### src/rtl/seq_divider_pkg.sv
// Shared definitions for the sequential divider.
// Holds the controller state encoding and the default datapath sizes.
package seq_divider_pkg;

    typedef enum logic [1:0] {
        ST_IDLE = 2'd0,
        ST_RUN  = 2'd1,
        ST_FIX  = 2'd2
    } div_state_e;

    localparam int DEF_WIDTH = 32;
    localparam int DEF_CNT_W = 6;

endpackage

### src/rtl/seq_divider_sub_stage.sv
// Ripple subtractor built from the ALU full-adder cell: a_i - b_i computed as
// a_i + ~b_i + 1.
// Ports:
//   a_i      minuend
//   b_i      subtrahend
//   diff_o   a_i - b_i (modulo 2^W)
//   borrow_o 1 when b_i > a_i (unsigned), i.e. inverted adder carry-out
module seq_divider_full_adder (
    input  logic a_i,
    input  logic b_i,
    input  logic c_i,
    output logic s_o,
    output logic c_o
);
    assign s_o = a_i ^ b_i ^ c_i;
    assign c_o = (a_i & b_i) | (c_i & (a_i ^ b_i));
endmodule

module seq_divider_sub_stage #(
    parameter int W = 33
) (
    input  logic [W-1:0] a_i,
    input  logic [W-1:0] b_i,
    output logic [W-1:0] diff_o,
    output logic         borrow_o
);
    logic [W:0] carry;

    assign carry[0] = 1'b1;

    for (genvar i = 0; i < W; i++) begin : g_cell
        seq_divider_full_adder u_fa (
            .a_i (a_i[i]),
            .b_i (~b_i[i]),
            .c_i (carry[i]),
            .s_o (diff_o[i]),
            .c_o (carry[i+1])
        );
    end

    assign borrow_o = ~carry[W];
endmodule

### src/rtl/seq_divider.sv
// Multi-cycle signed restoring divider (one quotient bit per clock).
// Ports:
//   clock, reset_n                  system clock, async active-low reset
//   ctrl_div                        start strobe (restarts any operation in flight)
//   data_operandA / data_operandB   dividend / divisor, sampled with ctrl_div
//   data_result / data_remainder    signed quotient / remainder (held)
//   data_exception                  divide-by-zero flag (held until next start)
//   data_resultRDY                  one-cycle completion pulse
//
// state   | meaning
// --------+--------------------------------------------
// IDLE    | waiting for a start strobe
// RUN     | iterating, one quotient bit per cycle
// FIX     | applying signs and loading the outputs
module seq_divider
    import seq_divider_pkg::*;
#(
    parameter int WIDTH = DEF_WIDTH,
    parameter int CNT_W = DEF_CNT_W
) (
    input  logic             clock,
    input  logic             reset_n,
    input  logic             ctrl_div,
    input  logic [WIDTH-1:0] data_operandA,
    input  logic [WIDTH-1:0] data_operandB,
    output logic [WIDTH-1:0] data_result,
    output logic [WIDTH-1:0] data_remainder,
    output logic             data_exception,
    output logic             data_resultRDY
);
    div_state_e       state_q, state_d;
    logic [CNT_W-1:0] cnt_q, cnt_d;
    logic [WIDTH-1:0] rem_q, rem_d;
    logic [WIDTH-1:0] quo_q, quo_d;
    logic [WIDTH-1:0] div_q, div_d;
    logic             sign_q_q, sign_q_d;
    logic             sign_r_q, sign_r_d;
    logic [WIDTH-1:0] res_q, res_d;
    logic [WIDTH-1:0] remo_q, remo_d;
    logic             exc_q, exc_d;
    logic             rdy_q, rdy_d;
    logic             dz_q, dz_d;

    logic [WIDTH-1:0] neg_a, neg_b, neg_quo, neg_rem;
    logic [WIDTH-1:0] abs_a, abs_b;
    logic [WIDTH:0]   trial_diff;
    logic             trial_borrow;
    logic [3:0]       unused_borrow;

    // Partial remainder with the next dividend bit shifted in.
    logic [WIDTH:0]   shifted;
    assign shifted = {rem_q, quo_q[WIDTH-1]};

    seq_divider_sub_stage #(.W(WIDTH+1)) u_trial (
        .a_i      (shifted),
        .b_i      ({1'b0, div_q}),
        .diff_o   (trial_diff),
        .borrow_o (trial_borrow)
    );

    // Negations as 0 - x on the same cell chain.
    seq_divider_sub_stage #(.W(WIDTH)) u_neg_a (
        .a_i ('0), .b_i (data_operandA), .diff_o (neg_a), .borrow_o (unused_borrow[0])
    );
    seq_divider_sub_stage #(.W(WIDTH)) u_neg_b (
        .a_i ('0), .b_i (data_operandB), .diff_o (neg_b), .borrow_o (unused_borrow[1])
    );
    seq_divider_sub_stage #(.W(WIDTH)) u_neg_q (
        .a_i ('0), .b_i (quo_q), .diff_o (neg_quo), .borrow_o (unused_borrow[2])
    );
    seq_divider_sub_stage #(.W(WIDTH)) u_neg_r (
        .a_i ('0), .b_i (rem_q), .diff_o (neg_rem), .borrow_o (unused_borrow[3])
    );

    // |-2^(WIDTH-1)| wraps to itself, which is the correct unsigned magnitude.
    assign abs_a = data_operandA[WIDTH-1] ? neg_a : data_operandA;
    assign abs_b = data_operandB[WIDTH-1] ? neg_b : data_operandB;

    always_ff @(posedge clock or negedge reset_n) begin
        if (!reset_n) begin
            state_q  <= ST_IDLE;
            cnt_q    <= '0;
            rem_q    <= '0;
            quo_q    <= '0;
            div_q    <= '0;
            sign_q_q <= 1'b0;
            sign_r_q <= 1'b0;
            res_q    <= '0;
            remo_q   <= '0;
            exc_q    <= 1'b0;
            rdy_q    <= 1'b0;
            dz_q     <= 1'b0;
        end else begin
            state_q  <= state_d;
            cnt_q    <= cnt_d;
            rem_q    <= rem_d;
            quo_q    <= quo_d;
            div_q    <= div_d;
            sign_q_q <= sign_q_d;
            sign_r_q <= sign_r_d;
            res_q    <= res_d;
            remo_q   <= remo_d;
            exc_q    <= exc_d;
            rdy_q    <= rdy_d;
            dz_q     <= dz_d;
        end
    end

    always_comb begin
        state_d  = state_q;
        cnt_d    = cnt_q;
        rem_d    = rem_q;
        quo_d    = quo_q;
        div_d    = div_q;
        sign_q_d = sign_q_q;
        sign_r_d = sign_r_q;
        res_d    = res_q;
        remo_d   = remo_q;
        exc_d    = exc_q;
        rdy_d    = 1'b0;
        dz_d     = 1'b0;

        if (ctrl_div) begin
            cnt_d = '0;
            if (data_operandB == '0) begin
                // Outputs update now; the completion pulse follows one edge later.
                state_d = ST_IDLE;
                res_d   = '0;
                remo_d  = '0;
                exc_d   = 1'b1;
                dz_d    = 1'b1;
            end else begin
                state_d  = ST_RUN;
                quo_d    = abs_a;
                div_d    = abs_b;
                rem_d    = '0;
                sign_q_d = data_operandA[WIDTH-1] ^ data_operandB[WIDTH-1];
                sign_r_d = data_operandA[WIDTH-1];
                exc_d    = 1'b0;
            end
        end else begin
            unique case (state_q)
                ST_IDLE: begin
                    rdy_d = dz_q;
                end
                ST_RUN: begin
                    rem_d = trial_borrow ? shifted[WIDTH-1:0] : trial_diff[WIDTH-1:0];
                    quo_d = {quo_q[WIDTH-2:0], ~trial_borrow};
                    cnt_d = cnt_q + CNT_W'(1);
                    if (cnt_q == CNT_W'(WIDTH-1)) begin
                        state_d = ST_FIX;
                    end
                end
                ST_FIX: begin
                    res_d   = sign_q_q ? neg_quo : quo_q;
                    remo_d  = sign_r_q ? neg_rem : rem_q;
                    rdy_d   = 1'b1;
                    state_d = ST_IDLE;
                end
                default: begin
                    state_d = ST_IDLE;
                end
            endcase
        end
    end

    assign data_result    = res_q;
    assign data_remainder = remo_q;
    assign data_exception = exc_q;
    assign data_resultRDY = rdy_q;

endmodule

### config.mk
export PLATFORM = sky130hd
export DESIGN_NAME = seq_divider
export DESIGN_NICKNAME = d
export VERILOG_FILES = /design/src/rtl/seq_divider_pkg.sv /design/src/rtl/seq_divider_sub_stage.sv /design/src/rtl/seq_divider.sv
export SDC_FILE = /design/constraint.sdc
export NUM_CORES = 1
export LEC_CHECK = 0
export BUFFER_PORTS_ARGS = -buffer_cell sky130_fd_sc_hd__buf_4
export CAP_MARGIN = 5
export CORE_MARGIN = 5
export CORE_UTILIZATION = 50
export DETAILED_ROUTE_END_ITERATION = 16
export GPL_ROUTABILITY_DRIVEN = 0
export GPL_TIMING_DRIVEN = 0
export PLACE_DENSITY = 0.7
export REMOVE_ABC_BUFFERS = 1
export SYNTH_ARGS = -nofsm -noshare
export SYNTH_HDL_FRONTEND = slang
export SYNTH_SLANG_ARGS = --single-unit
export TNS_END_PERCENT = 50
### constraint.sdc
create_clock -name clock -period 17.2 [get_ports clock]
set_input_delay 3.44 -clock clock [delete_from_list [all_inputs] [get_ports clock]]
set_output_delay 3.44 -clock clock [all_outputs]
set_load 0.01 [all_outputs]
After elaboration in Yosys (flattened, before gate mapping):

Index checks and enable logic that the tools add are counted.

* muxes and demuxes: 26
* equality and inequality tests: 7
* bitwise operators: 567
* $add $sub $neg: 1
* reduce and logical (&&, ||, !) cells: 8

Operators with widths (number)
* 32-bit 2-to-1 mux: 16
* 1-bit XOR: 188
* 1-bit AND: 184
* 1-bit NOT: 162
* 1-bit OR: 33
* 32-bit zero test: 1
* 6-bit 2-to-1 mux: 2
* 2-bit AND reduction: 4
* 6-bit by 1-bit adder with 6-bit output (second input constant): 1
* 6-bit by 5-bit equality test with 1-bit output (second input constant): 1
* 1-bit 2-to-1 mux: 4
* 2-bit 2-to-1 mux: 2
* 2-bit inequality test (second input constant): 2
* 2-bit one-hot mux with 2 select lines: 1
* 2-bit nonzero test: 2
* 3-bit inequality test (second input constant): 1
* 2-bit by 1-bit equality test with 1-bit output (second input constant): 1
* 2-bit equality test (second input constant): 1
* 2-bit zero test: 1
* 2-bit by 1-bit inequality test with 1-bit output (second input constant): 1
* 1-bit one-hot mux with 2 select lines: 1

* input port bits: 67
* register bits: 173

Logic depth before layout (Yosys ltp):

* word-level depth: 70
* mapped depth: 41
* gate-level depth less buffers: 40

By module:

Synthesis repeated with hierarchy kept, for this count alone.

* cells, all modules: 1255
* area total of the unflattened synthesis: 13405.4 µm²

By module, submodules not included
* seq_divider: area each 9540.4 µm², times used 1, cells each 923
* seq_divider_full_adder: area each 20.0 µm², times used 161, cells each 1
* seq_divider_sub_stage at u_neg_a ...: area each 127.6 µm², times used 4, cells each 34
* seq_divider_sub_stage at u_trial: area each 131.4 µm², times used 1, cells each 35

Least setup slack after synthesis:

OpenSTA, ideal clock, no wires.

* kind: reg2reg
* from: register quo_q[31]
* to: register rem_q[23]
* library setup time: 0.135 ns
* stages on the path, launching flop included: 41
* arrival time: 12.911 ns
* setup slack: 4.154 ns
* clock period less this slack: 13.046 ns
* cell sequence: dfrtp_1 -> inv_1 -> ha_1 -> fa_1 -> inv_1 -> fa_1 -> fa_1 -> fa_1 -> fa_1 -> fa_1 -> fa_1 -> fa_1 -> fa_1 -> fa_1 -> fa_1 -> fa_1 -> fa_1 -> fa_1 -> (+5 left out) -> fa_1 -> fa_1 -> fa_1 -> fa_1 -> fa_1 -> fa_1 -> fa_1 -> fa_1 -> inv_1 -> fa_1 -> fa_1 -> inv_1 -> fa_1 -> fa_1 -> nor2_4 -> clkbuf_1 -> mux2i_1 -> o22ai_1

* cells in the longest elaborated chain, start to end: 69
* elaborated cells between the ends (all ways): 71

Ends and longest elaborated chain
* start: declaration: line seq_divider.sv:34 `logic [WIDTH-1:0] quo_q, quo_d;`
* start signal: assignment: line seq_divider.sv:97 `quo_q <= quo_d;`
* 1-bit AND or 1-bit XOR (tied branches): line seq_divider_sub_stage.sv:16 `assign c_o = (a_i & b_i) | (c_i & (a_i ^ b_i));`
* 1-bit OR *: line seq_divider_sub_stage.sv:16
* 1-bit AND *: line seq_divider_sub_stage.sv:16
* 1-bit OR *: line seq_divider_sub_stage.sv:16
* 1-bit AND *: line seq_divider_sub_stage.sv:16
* 1-bit OR *: line seq_divider_sub_stage.sv:16
* 1-bit AND *: line seq_divider_sub_stage.sv:16
* 1-bit OR *: line seq_divider_sub_stage.sv:16
* (+53 left out)
* 1-bit OR: line seq_divider_sub_stage.sv:16
* 1-bit AND: line seq_divider_sub_stage.sv:16
* 1-bit OR: line seq_divider_sub_stage.sv:16
* 1-bit AND: line seq_divider_sub_stage.sv:16
* 1-bit OR: line seq_divider_sub_stage.sv:16
* 32-bit 2-to-1 mux *: line seq_divider.sv:147 `rem_d = trial_borrow ? shifted[WIDTH-1:0] : trial_diff[WIDTH-1:0];`
* 32-bit 2-to-1 mux *: line seq_divider.sv:142 `unique case (state_q)`
* 32-bit 2-to-1 mux *: line seq_divider.sv:123 `if (ctrl_div) begin`
* end signal: assignment: line seq_divider.sv:96 `rem_q <= rem_d;`
* end: declaration: line seq_divider.sv:33 `logic [WIDTH-1:0] rem_q, rem_d;`

Mark *: on every way between the ends. The rest lies on a longest branch, timed or not. The select of a mux whose other input is x is not followed.
A chain may end at the register's enable or synchronous reset.

Final worst setup path:

* from: register quo_q[31]
* to: register rem_q[5]

* cells in the longest elaborated chain, start to end: 69
* elaborated cells between the ends (all ways): 71

Ends and longest elaborated chain (line)
* 1-bit AND or 1-bit XOR (tied branches): seq_divider_sub_stage.sv:16
* 1-bit OR *: seq_divider_sub_stage.sv:16
* 1-bit AND *: seq_divider_sub_stage.sv:16
* 1-bit OR *: seq_divider_sub_stage.sv:16
* 1-bit AND *: seq_divider_sub_stage.sv:16
* 1-bit OR *: seq_divider_sub_stage.sv:16
* 1-bit AND *: seq_divider_sub_stage.sv:16
* 1-bit OR *: seq_divider_sub_stage.sv:16
* (+53 left out)
* 1-bit OR: seq_divider_sub_stage.sv:16
* 1-bit AND: seq_divider_sub_stage.sv:16
* 1-bit OR: seq_divider_sub_stage.sv:16
* 1-bit AND: seq_divider_sub_stage.sv:16
* 1-bit OR: seq_divider_sub_stage.sv:16
* 32-bit 2-to-1 mux *: seq_divider.sv:147
* 32-bit 2-to-1 mux *: seq_divider.sv:142
* 32-bit 2-to-1 mux *: seq_divider.sv:123

Marks and branches as above.

==> flow_metrics.tcl <==
set metrics [dict create \
    drt_iter0_drc 444 \
    max-cap-violations 0 \
    vias 8101 \
    stdcell_count 1499 \
    cts_resized 0 \
    clock_latency_ns 0.43 \
    syn_inst 1122 \
    rrSetupSlack_ns 3.03 \
    synth_seq_cells 173 \
    synth_area_sq_um 11170 \
    slowest_stage "nor2_4" \
    clk_pin_slew_ns 0.07 \
    die-height_um 159.4 \
    yosysMostFrequentCell "dfrtp_1" \
    grt_overflow 0 \
    hpwlAfterDp_mm 16.88 \
    timing.final.crit_period_ns 14.17 \
    worstPathRequired_ns 17.47 \
    rsz0062_at_grt "false" \
    skew_ns 0.01127 \
    drt_pass1_iterations 5 \
    fin_hold_ws_ns 0.4554 \
    fmax_mhz 70.55 \
    synth_area_per_cell_sq_um 9.953 \
    synth_ff_type "dfrtp_1" \
    synth_edf_count 0 \
    setup_viol 0 \
    cts_sinks 173 \
    via_per_inst 5.404 \
    nets 1427 \
    ir_worst_vdd_mv 0.05026 \
    htree_levels 4 \
    die_w_um 159.4 \
    drc_errors 0 \
    wl_mm 24.24 \
    diodes 0 \
    critPathKind "reg2reg" \
    maxSlewViolCount 0 \
    setup_tns_ns 0 \
    drive_above_1_share_pct 15.67 \
    synth_area_leaders "dfrtp_1 (39%), ha_1 (14%), mux2i_1 (13%)" \
    cts_tree "done" \
    ant_nets 0 \
    async_reset_ff_share_pct 100.0 \
    start_util_pct 51.01 \
    ys_top_cells_by_count "dfrtp_1 (173), nand2_1 (167), inv_1 (157), mux2i_1 (144), ha_1 (122)" \
    crit_top_cell "fa_1" \
    numPlacedInstances 1468 \
    slew_headroom_pct 14.32 \
    grt_pass1_wl_mm 42.08 \
    rows 54 \
    worst_path_largest_cell_delay_ns 1.00 \
    dieArea_sq_um 25420 \
    utilization_pct 59.57 \
    yosysWarnings 0 \
    grt_usage_pct 19.71 \
    start_kind "register" \
    critPathBufInv 4 \
    hold_viol 0 \
    min_path_type "reg2reg" \
    grt_pass1_vias 8309 \
    cts_root_buffer "clkbuf_16" \
    status "complete, no violations" \
    core_area_sq_um 21890 \
    period_share_pct 82.41 \
    p_leak_nw 6.881 \
    wl_per_cell_um 16.17 \
    p_per_area_nw_per_um2 77.50 \
    cts_buffers 17 \
    worstMarginPinSlew_ns 1.282 \
    synth_area_leader_cell "dfrtp_1" \
    synth.distinct_cells 36 \
    numPortBuffers 132 \
    synth-seq-area-share_pct 38.77 \
    syn_to_final_growth_pct 16.78 \
    fillCellCount 1861 \
    antenna_found_initial 0 \
    io_pins 133 \
    synth.top_cell.area_share_pct 38.77 \
    crit_path_max_fanout 37 \
    critPathArrivalTime_ns 14.45 \
    worstSetupEndpointType "register" \
    postCtsSetupRepairBufs 0 \
    cts_buffer_depth 2 \
    grt_max_degree 90 \
    cts_hold_buf 0 \
    cp_top_family "adder cells" \
]
-- cell type report --
type	count	area [sq um]	share of cell area, %
clock buffer	23	488.0	3.742
clock inverter	8	106.4	0.8155
inverter	157	589.3	4.519
multi-input combinational	713	5941	45.55
sequential	173	4332	33.21
tap	280	350.3	2.686
timing repair buffer	145	1235	9.469
-- per-stage QoR --
step                      setup slack (ns)  area [sq um]  total power, mW
after floorplan                      4.012         10830           0.5629
after global placement               3.080         12170           0.6180
after detailed placement             3.164         12450           0.6268
after CTS                            3.006         13040            1.022
after global routing                 2.490         13040            1.067
final                                3.026         13040            1.011
-- cell usage in the layout (no fill, tap or decap), types with 3 or more instances in the layout --
| cell type | synthesis | layout |
|---|---|---|
| buf_6 | 3 | 5 |
| o22ai_1 | 96 | 96 |
| xnor2_1 | 3 | 3 |
| mux2_4 | 4 | 4 |
| dfrtp_1 | 173 | 171 |
| clkbuf_16 | 0 | 17 |
| buf_8 | 0 | 3 |
| ha_1 | 122 | 122 |
| clkbuf_8 | 0 | 4 |
| nand4_1 | 3 | 3 |
| nor2_1 | 12 | 12 |
| o221ai_1 | 31 | 31 |
| inv_1 | 157 | 157 |
| xor2_1 | 5 | 5 |
| o211ai_1 | 32 | 32 |
| o21ai_0 | 33 | 33 |
| buf_4 | 1 | 131 |
| nor2b_1 | 3 | 3 |
| mux2i_1 | 144 | 144 |
| nor4_1 | 5 | 5 |
| a21oi_1 | 4 | 4 |
| buf_16 | 0 | 4 |
| nand2_1 | 167 | 165 |
| fa_1 | 31 | 31 |
-- worst paths after layout --
kind | from | end | cells past startpoint
max | quo_q[31] | rem_q[5] | 39
min | dz_q | data_resultRDY | 1
max reg2reg | quo_q[31] | rem_q[5] | 39
min reg2reg | dz_q | data_resultRDY | 1
max in group asynchronous | reset_n | sign_r_q | 2
min in group asynchronous | reset_n | data_remainder[26] | 1
-- routing by layer --
metal	track usage (%)	part of all wire (%)	vias up
met2	31.77	48	155
met1	27.45	47	3877
li1	-	-	4049
met5	0	0	-
met3	3.987	4.4	20
met4	4.924	1.1	0
-- registers in the layout, summed over array words and instances (netlist names) --
| register | flops |
|---|---|
| data_result | 32 |
| sign_q_q | 1 |
| sign_r_q | 1 |
| data_exception | 1 |
| data_resultRDY | 1 |
| dz_q | 1 |
| cnt_q | 6 |
| state_q | 2 |
| quo_q | 32 |
| div_q | 32 |
| rem_q | 32 |
| data_remainder | 32 |
-- cells by family after synthesis --
family / share of synthesized area, %
AO/OA/AOI/OAI: 11.99
AND/OR/NAND/NOR: 7.462
buffers and inverters: 8.280
adder cells (fa/ha/maj): 19.23
multiplexers: 13.65
XOR/XNOR: 0.6275
flip-flops: 38.77
-- report_power, final --
part           switching, mW  internal, mW  total, mW
Combinational         0.0948        0.0766      0.171
Sequential            0.0163         0.429      0.445
Clock                  0.164         0.230      0.394
Total                  0.275         0.736       1.01
(Power assumes the default switching activity.)
